**src/rtl/uart_pkg.sv**
```systemverilog
// Shared UART definitions: transmitter state encoding, parity-mode constants
// and the default frame width.
package uart_pkg;

    localparam int DEFAULT_DATA_W = 8;

    localparam bit PARITY_MODE_EVEN = 1'b0;
    localparam bit PARITY_MODE_ODD  = 1'b1;

    typedef enum logic [2:0] {
        ST_IDLE,
        ST_START,
        ST_DATA,
        ST_PARITY,
        ST_STOP
    } tx_state_e;

endpackage

```
**src/rtl/uart_transmitter.sv**
```systemverilog
// UART transmit engine: captures a byte on wr_en and shifts it out LSB-first as
// start / data / optional parity / stop bits, advancing one bit per clken tick.
module uart_transmitter
    import uart_pkg::*;
#(
    parameter int DATA_W     = DEFAULT_DATA_W,
    parameter bit PARITY_EN  = 1'b0,
    parameter bit PARITY_ODD = PARITY_MODE_EVEN,
    parameter int STOP_BITS  = 1
) (
    input  logic              clk,
    input  logic              rst,
    input  logic [DATA_W-1:0] din,
    input  logic              wr_en,
    input  logic              clken,
    output logic              tx,
    output logic              tx_busy
);

    localparam int              CNT_W     = $clog2(DATA_W + 1);
    localparam logic [CNT_W-1:0] LAST_BIT  = CNT_W'(DATA_W - 1);
    localparam logic [1:0]       LAST_STOP = 2'(STOP_BITS);

    tx_state_e         state_q, state_d;
    logic [DATA_W-1:0] shift_q, shift_d;
    logic [CNT_W-1:0]  bit_cnt_q, bit_cnt_d;
    logic [1:0]        stop_cnt_q, stop_cnt_d;
    logic              par_q, par_d;
    logic              tx_q, tx_d;

    // NOTE: every _d gets a hold value first, so no path through the case leaves
    // a signal unassigned and no latch is inferred.
    always_comb begin
        state_d    = state_q;
        shift_d    = shift_q;
        bit_cnt_d  = bit_cnt_q;
        stop_cnt_d = stop_cnt_q;
        par_d      = par_q;
        tx_d       = tx_q;

        unique case (state_q)
            ST_IDLE: begin
                tx_d = 1'b1;
                if (wr_en) begin
                    shift_d    = din;
                    par_d      = PARITY_ODD;
                    bit_cnt_d  = '0;
                    stop_cnt_d = '0;
                    state_d    = ST_START;
                end
            end
            ST_START: begin
                if (clken) begin
                    tx_d      = 1'b0;
                    bit_cnt_d = '0;
                    state_d   = ST_DATA;
                end
            end
            ST_DATA: begin
                // Parity accumulates from the captured bits as they leave the shifter.
                if (clken) begin
                    tx_d      = shift_q[0];
                    par_d     = par_q ^ shift_q[0];
                    shift_d   = shift_q >> 1;
                    bit_cnt_d = bit_cnt_q + 1'b1;
                    if (bit_cnt_q == LAST_BIT) begin
                        stop_cnt_d = '0;
                        state_d    = PARITY_EN ? ST_PARITY : ST_STOP;
                    end
                end
            end
            ST_PARITY: begin
                if (clken) begin
                    tx_d    = par_q;
                    state_d = ST_STOP;
                end
            end
            ST_STOP: begin
                if (clken) begin
                    tx_d = 1'b1;
                    if (stop_cnt_q == LAST_STOP) begin
                        stop_cnt_d = '0;
                        state_d    = ST_IDLE;
                    end else begin
                        stop_cnt_d = stop_cnt_q + 1'b1;
                    end
                end
            end
            default: begin
                tx_d    = 1'b1;
                state_d = ST_IDLE;
            end
        endcase
    end

    // NOTE: non-blocking assignments here so every register samples the
    // pre-edge values computed above, independent of statement order.
    always_ff @(posedge clk) begin
        if (rst) begin
            state_q    <= ST_IDLE;
            shift_q    <= '0;
            bit_cnt_q  <= '0;
            stop_cnt_q <= '0;
            par_q      <= 1'b0;
            tx_q       <= 1'b1;
        end else begin
            state_q    <= state_d;
            shift_q    <= shift_d;
            bit_cnt_q  <= bit_cnt_d;
            stop_cnt_q <= stop_cnt_d;
            par_q      <= par_d;
            tx_q       <= tx_d;
        end
    end

    assign tx      = tx_q;
    assign tx_busy = (state_q != ST_IDLE);

endmodule

```
**config.mk**
```make
export PLATFORM = sky130hd
export DESIGN_NAME = uart_transmitter
export DESIGN_NICKNAME = d
export VERILOG_FILES = /design/src/rtl/uart_pkg.sv /design/src/rtl/uart_transmitter.sv
export SDC_FILE = /design/constraint.sdc
export NUM_CORES = 1
export LEC_CHECK = 0
export ABC_CLOCK_PERIOD_IN_PS = 2300
export CORE_MARGIN = 8
export CORE_UTILIZATION = 40
export CTS_BUF_LIST = sky130_fd_sc_hd__clkbuf_16
export DETAILED_ROUTE_END_ITERATION = 7
export HOLD_SLACK_MARGIN = 0.06
export SETUP_SLACK_MARGIN = 0.2
export SKIP_LAST_GASP = 1
export SYNTH_ARGS = -nofsm -noshare
export SYNTH_HDL_FRONTEND = slang
export SYNTH_SLANG_ARGS = --single-unit
```
**constraint.sdc**
```tcl
create_clock -name clk -period 2.3 [get_ports clk]
set_input_delay 0.23 -clock clk [delete_from_list [all_inputs] [get_ports clk]]
set_output_delay 0.23 -clock clk [all_outputs]
set_load 0.01 [all_outputs]
```
==> reports/results.ini <==
[die]
fp.coreArea_mm2 = 0.00243
die_area_mm2 = 0.00439
num_io_pins = 14
initial_core_util_pct = 41.6
fp.dieW_um = 66.3
rows = 18
die_y_um = 66.3

[yosys]
synth_top_family_by_area = simple AND/OR/NAND/NOR gates
syn_area_mm2 = 0.00101
synth-adder-area-share_pct = 2.23
syn_avg_cell_area_um2 = 8.15
synth_edf_count = 0
synthCells = 124
synthMuxAreaShare_pct = 4.21
synth_seq_area_share_pct = 37.6
synth.distinct_cells = 40
async_flop_share_pct = 0
synth_xor_area_share_pct = 0
syn_nets = 137
yosys.area_share.simple_pct = 29.3
synth_compound_area_share_pct = 18.8
yosys_most_used_dff = dfxtp_1
synth-seq-cells = 19
yosysWarnings = 0

[layout]
final_area_mm2 = 0.00124
nNetsFinal = 149
layout_common_cells = 19 x dfxtp_1, 16 x nand2_1, 13 x nor2_1, 13 x clkdlybuf4s50_1, 7 x a311oi_1
insertedDiodeCount = 0
n_fill_cell = 228
final_common_cell = dfxtp_1
seq_area_um2 = 380
syn2layout_area_growth_pct = 22.4
multi_input_area_um2 = 557
drive_gt1_share_pct = 9.63

[worst_setup_path]
crit_chain = nor3_2 -> inv_1 -> clkdlybuf4s50_1
critPathArrivalTime_ps = 1720
r2r_slack_ps = 520
cpLargestDelayFamily = buffers and inverters
end_kind = primary output
cp_slowest_stage_delay_ps = 660
worstSetupPathDepth = 3
path_buf_inv = 2
critPathMaxFanout = 17
cp_slowest_cell = dfxtp_1
r2r_cells = 4
cp-start-kind = register
cp_data_required_time_ps = 2070
crit_type = register to primary output

[grt]
grt_overflow = 0
antenna_found_initial = 0
track_usage_pct = 10.4
grt_pass1_wl_mm = 3.66
grt_pass1_vias = 823
grt_max_degree = 18

[clock_network]
htreeDepth = 1
cts_inserted_buffers = 3
clock_path_buffers = 2
cts.clk_slew.worst_paths_ps = 60
cts_setup_buffers = 0
cts_tree = yes
cts_hold_buf = 0
insertion_delay_ps = 250
cts.sinks = 19
ctsResizeCount = 0
root_buffer = clkbuf_16

[detailed_routing]
wl_per_cell_um = 13.2
postRouteAntennaNets = 0
vias_per_cell = 5.66
via_count = 934
wirelength_mm = 2.18
dr.pass1.iters = 4
drt-initial-drc-count = 96
remaining_drc_errors = 0

[power]
switchingPower_uw = 212
internal-power_uw = 651
p_seq_share_pct = 42.8
clkPwrFrac_pct = 40.9
p_sw_share_pct = 24.5
p_leak_nw = 0.473
ir_worst_vdd_mv = 0.460
p_per_area_mw_per_mm2 = 697
comb_power_share_pct = 16.3

[timing]
layout_worst_path_cycle_share_pct = 85.0
setup_viol = 0
slew_headroom_pct = 64.0
hold_viol = 0
rsz0062_at_grt = no
max_freq_mhz = 512
worst-slew-pin-transition_ps = 540
tns_ps = 0
fin_crit_ps = 1950
finClkSkew_ps = 4.92
drv_slew = 0

[place]
dpl_cell_area_mm2 = 0.00115
place.gp.congestion = 0.868
hpwlAfterDp_mm = 1.58
numPortBuffers = 13

[hold_path]
hold_depth = 2
hold_path_class = register to register

[flow_run]
maxCapViolCount = 0

[run_status]
status = finished, final reports clean

[final cells by class]
type,count,share of cell area (%)
clock inverter,1,0.404
tap,30,3.03
multi-input combinational,89,45.0
inverter,6,1.82
timing repair buffer,17,12.9
clock buffer,3,6.07
sequential,19,30.7
[state kept, by name (all words and copies together), names as in the netlist]
name	cells
par_q	1
tx	1
stop_cnt_q	2
bit_cnt_q	4
shift_q	8
state_q	3
[Yosys cell counts, types with 3 or more instances]
cell type | number | area [µm²]
clkbuf_1 | 4 | 15.0
inv_1 | 6 | 22.5
nand2_1 | 16 | 60.1
nand3_1 | 4 | 20.0
a21oi_1 | 5 | 25.0
nor2_1 | 13 | 48.8
a311oi_1 | 7 | 61.3
o21ai_0 | 5 | 25.0
and3_1 | 3 | 18.8
dfxtp_1 | 19 | 380
buf_2 | 3 | 15.0
[metal layers]
metal | vias to the layer above | wire length [µm] | track usage [%]
met3 | 2 | 144 | 2.37
li1 | 471 | - | -
met1 | 429 | 992 | 13.0
met4 | 0 | 15 | 3.20
met2 | 32 | 1030 | 17.0
met5 | - | 0 | 0
[power by group through the flow]
stage          clock, mW  sequential [mW]  combinational (mW)
6_report           0.352            0.369               0.141
3_5_place_dp           0            0.375               0.140
5_1_grt            0.376            0.373               0.156
4_1_cts            0.360            0.368               0.140
3_3_place_gp           0            0.375               0.139
2_1_floorplan          0            0.367               0.102
[path summary, 6_finish.rpt]
path / from / endpoint
min: shift_q[3] / shift_q[2]
max: state_q[2] / tx_busy
max reg2reg: state_q[2] / stop_cnt_q[0]
min reg2reg: shift_q[3] / shift_q[2]
[worst register-to-register path: cells and delay by family, from the launching register on]
family             cells  cell delay, ps
AOI/OAI and AO/OA      1             220
DFF                    1             470
muxes                  1             330
and+or+nand+nor        2             650
[through the flow]
stage                     setup slack [ps]  cells  total power, mW  hold slack (ps)  util (%)
final                                  346    165            0.863              478      50.9
after global placement                 516    161            0.514              459      47.4
after floorplan                        725    124            0.468              392         -
after global routing                   244    165            0.905              507      50.9
after detailed placement               492    161            0.515              473      47.4
after CTS                              296    165            0.869              482      50.7
[kinds of logic after synthesis]
family | Yosys count
AO/OA/AOI/OAI | 27
adder cells (fa/ha/maj) | 2
buffers and inverters | 16
flip-flops | 19
multiplexers | 4
AND/OR/NAND/NOR | 56
(Power assumes the default switching activity.)
==> patch 1 (same flow settings) <==
Set the parameter `PARITY_EN` to 1'b1 (it was 1'b0).
--- a/src/rtl/uart_transmitter.sv
+++ b/src/rtl/uart_transmitter.sv
@@ -4,7 +4,7 @@
     import uart_pkg::*;
 #(
     parameter int DATA_W     = DEFAULT_DATA_W,
-    parameter bit PARITY_EN  = 1'b0,
+    parameter bit PARITY_EN  = 1'b1,
     parameter bit PARITY_ODD = PARITY_MODE_EVEN,
     parameter int STOP_BITS  = 1
 ) (
Formal check against the unedited RTL: no difference found for any inputs over 10 cycles, from zero or initial values and one cycle with rst high; that may be too few to reach the edited logic, so the function may still have changed.
==> patch 1 against the original RTL <==
  * Setup slack improved by 90 ps
  * Area after synthesis decreased by 3.3%
  * Worst hold slack got worse by 26 ps
  * Sequential power increased by 4%
  * Sequential cell count unchanged
  * Global-route usage increased by 0.94 points
  * Power increased by 8.2%
  * Design area decreased by 2.0%
  * Non-clock buffer count increased by 1
  * Routed wire length decreased by 1.2%
  * Critical endpoint unchanged
==> patch 1: results <==
export IMPL_wire_per_inst_um=13.6
export IMPL_gp_congestion=0.833
export IMPL_cpMaxStageDelayCell="clkdlybuf4s50_1"
export IMPL_ir_drop_v=0.000536
export IMPL_worstPathMaxFanout=11
export IMPL_n_fill_cell=244
export IMPL_insertion_delay_ps=250
export IMPL_via_count=869
export IMPL_ys_top_cells_by_area="dfxtp_1 39%, mux2i_1 8.2%, a211oi_1 4.6%"
export IMPL_relSlewSlack_pct=72.3
export IMPL_grt_max_degree=17
export IMPL_dpl_cell_area_um2=1130
export IMPL_layout_drive_gt1_share_pct=10.2
export IMPL_first_iter_violations=46
export IMPL_hp_start="stop_cnt_q[1]"
export IMPL_holdPathEnd="stop_cnt_q[1]"
export IMPL_seq_area_frac_synth_pct=38.9
export IMPL_numPortBuffers=13
export IMPL_hpwl_um=1520
export IMPL_fin_nets=142
export IMPL_dr_pass1_iters=4
export IMPL_r2r_start="state_q[1]"
export IMPL_grt_first_pass_wirelength_um=3840
export IMPL_grt_use_total_pct=11.3
export IMPL_synth_top_cells_by_count="19 x dfxtp_1, 10 x nand2_1, 9 x nor2_1"
export IMPL_antenna_found_initial=0
export IMPL_diodes=0
export IMPL_clockBufferDepth=2
export IMPL_finClkSkew_ps=6.29
export IMPL_synthesis_nets=127
export IMPL_clk_pin_slew_ps=60
export IMPL_power_leakage_nw=0.427
export IMPL_synth_cell_type_count=38
export IMPL_htree_levels=1
export IMPL_status="completed"
export IMPL_arrival_ps=1630
export IMPL_cpPeakStageDelay_ps=490
export IMPL_p_sw_share_pct=26.6
==> patch 1: power groups by stage <==
stage                     clock network, mW  logic, mW  registers [mW]
after floorplan                           0      0.146           0.377
after global placement                    0      0.191           0.390
after detailed placement                  0      0.194           0.390
after CTS                             0.366      0.196           0.383
after global routing                  0.384      0.220           0.388
final                                 0.356      0.194           0.383
==> patch 1: per-layer routing <==
metal	wire length (um)	part of all wire, %	GRT usage [%]	up-vias
met3	91	4.2	2.89	4
li1	-	-	-	446
met1	1010	47	13.3	396
met2	1010	47	18.2	23
met5	0	0	0	-
met4	43	2.0	6.54	0
==> patch 1: worst register-to-register path, delay by kind of cell (launching register included) <==
kind,cells,cell delay (ps)
compound gates,1,140
flops,1,560
simple gates,3,1000
==> patch 1: logic make-up after synthesis <==
group / after synthesis / synth area share (%)
AND/OR/NAND/NOR: 43 / 22.5
flip-flops: 19 / 38.9
multiplexers: 8 / 8.19
adder cells (fa/ha/maj): 2 / 2.43
XOR/XNOR: 1 / 0.896
buffers and inverters: 12 / 6.91
AO/OA/AOI/OAI: 29 / 20.1
==> patch 1: how the worst max path moves through the flow <==
stage	slack [ps]	cells after the start	start	endpoint
3_5_place_dp	340	5	clken	stop_cnt_q[0]
6_report	440	3	state_q[0]	tx_busy
4_1_cts	440	3	state_q[0]	tx_busy
3_3_place_gp	370	5	clken	stop_cnt_q[0]
5_1_grt	360	3	state_q[0]	tx_busy
2_1_floorplan	810	5	bit_cnt_q[0]	stop_cnt_q[0]
==> patch 1: metrics by stage <==
stage / cells / util, % / hold WS (ps) / worst slack [ps]
2_1_floorplan: 114 / - / 302 / 806
3_3_place_gp: 154 / 47.4 / 433 / 373
3_5_place_dp: 154 / 47.4 / 438 / 337
6_report: 158 / 50.8 / 451 / 436
5_1_grt: 158 / 50.8 / 471 / 364
4_1_cts: 158 / 50.8 / 445 / 437
==> patch 1: cell type report <==
| type | count | area, um^2 | share of cell area (%) |
|---|---|---|---|
| Inverter | 4 | 17.5 | 1.44 |
| Sequential cell | 19 | 380 | 31.4 |
| Tap cell | 30 | 37.5 | 3.10 |
| Clock inverter | 1 | 5.00 | 0.413 |
| Clock buffer | 3 | 75.1 | 6.19 |
| Multi-Input combinational cell | 83 | 529 | 43.7 |
| Timing Repair Buffer | 18 | 168 | 13.8 |
==> patch 2 (same flow settings) <==
Without the edit above. Put one more register stage on the output `tx`, cleared by the reset. The value now appears one clock later. The other outputs are not delayed to match.
--- a/src/rtl/uart_transmitter.sv
+++ b/src/rtl/uart_transmitter.sv
@@ -113,7 +113,13 @@
         end
     end
 
-    assign tx      = tx_q;
+    always_ff @(posedge clk) begin
+        if (rst) begin
+            tx <= '0;
+        end else begin
+            tx <= tx_q;
+        end
+    end
     assign tx_busy = (state_q != ST_IDLE);
 
 endmodule
Function: changed (Yosys sat finds a counterexample within 4 cycles, from zero or initial values and one cycle with rst high).
==> patch 2 against the original RTL <==
  * Sequential cell count increased by 1
  * Non-clock buffer count shrank 1
  * Design area is 1.0% higher
  * Setup slack lost 40 ps
  * Via count is 3.2% higher
  * Power grew 3.4%
  * Sequential power increased by 5.7%
  * Routed wire length grew 9.0%
  * Utilization decreased by 0.42 points
  * Final cell count rose by 0.61%
  * Critical path depth stayed put
  * Area after synthesis rose by 2.6%
  * Combinational power is essentially flat
  * Die area rose by 2.0%
  * Critical path type unchanged
  * Largest power group unchanged
==> patch 2: results <==
export IMPL_status="completed"
export IMPL_grt_util_met3_pct=3.36
export IMPL_synthAdderAreaFrac_pct=2.17
export IMPL_vias_per_cell=5.81
export IMPL_seq_area_frac_synth_pct=38.6
export IMPL_n_fill_cell=234
export IMPL_first_iter_violations=68
export IMPL_sh_seq_area_pct=32.0
export IMPL_dpl_cell_count=162
export IMPL_dr_wl_met2_um=1040
export IMPL_fin_nets=150
export IMPL_synth_compound_area_share_pct=18.3
export IMPL_relSlewSlack_pct=64.9
export IMPL_buffer_area_share_pct=12.2
export IMPL_power_leakage_nw=0.473
export IMPL_grt_use_total_pct=11.7
export IMPL_clock_tree_area_fraction_pct=6.31
export IMPL_arrival_ps=1760
export IMPL_grt_pass1_vias=941
export IMPL_flops_and_latches=20
export IMPL_wl_met3_um=117
export IMPL_layout_drive_gt1_share_pct=7.35
export IMPL_hp_start="tx_q"
export IMPL_gp_congestion=0.852
export IMPL_grt_first_pass_wirelength_um=4200
export IMPL_stdcell_count=166
export IMPL_wl_um=2380
export IMPL_wl_met1_um=1180
export IMPL_synth_top_cells_by_count="20 x dfxtp_1, 16 x nand2_1, 13 x nor2_1"
export IMPL_finClkSkew_ps=1.00
export IMPL_syn_avg_cell_area_um2=8.23
export IMPL_r2r_start="state_q[1]"
export IMPL_hold_depth=1
export IMPL_num_nonclk_buffers=16
==> patch 2: cell types whose count changed after synthesis, sizes merged <==
cell   delta
dfxtp     +1
nor2b     +1
==> patch 2: power by group <==
group	switching, mW	internal [mW]	total [mW]
clock network	0.130	0.232	0.361
logic	0.0738	0.0673	0.141
registers	0.0210	0.369	0.390
==> patch 2: worst max-delay path by stage <==
stage | from | to | slack, ps | cells after the start
2_1_floorplan | state_q[1] | stop_cnt_q[0] | 720 | 6
3_3_place_gp | clken | state_q[1] | 460 | 5
3_5_place_dp | clken | state_q[1] | 460 | 5
4_1_cts | state_q[2] | tx_busy | 320 | 3
5_1_grt | state_q[2] | tx_busy | 200 | 3
6_report | state_q[2] | tx_busy | 310 | 3
==> patch 2: cells by family after synthesis <==
logic type,count (synthesis)
buf+inv,16
fa+ha+maj,2
mux,4
compound gates,27
flops,20
simple gates,57
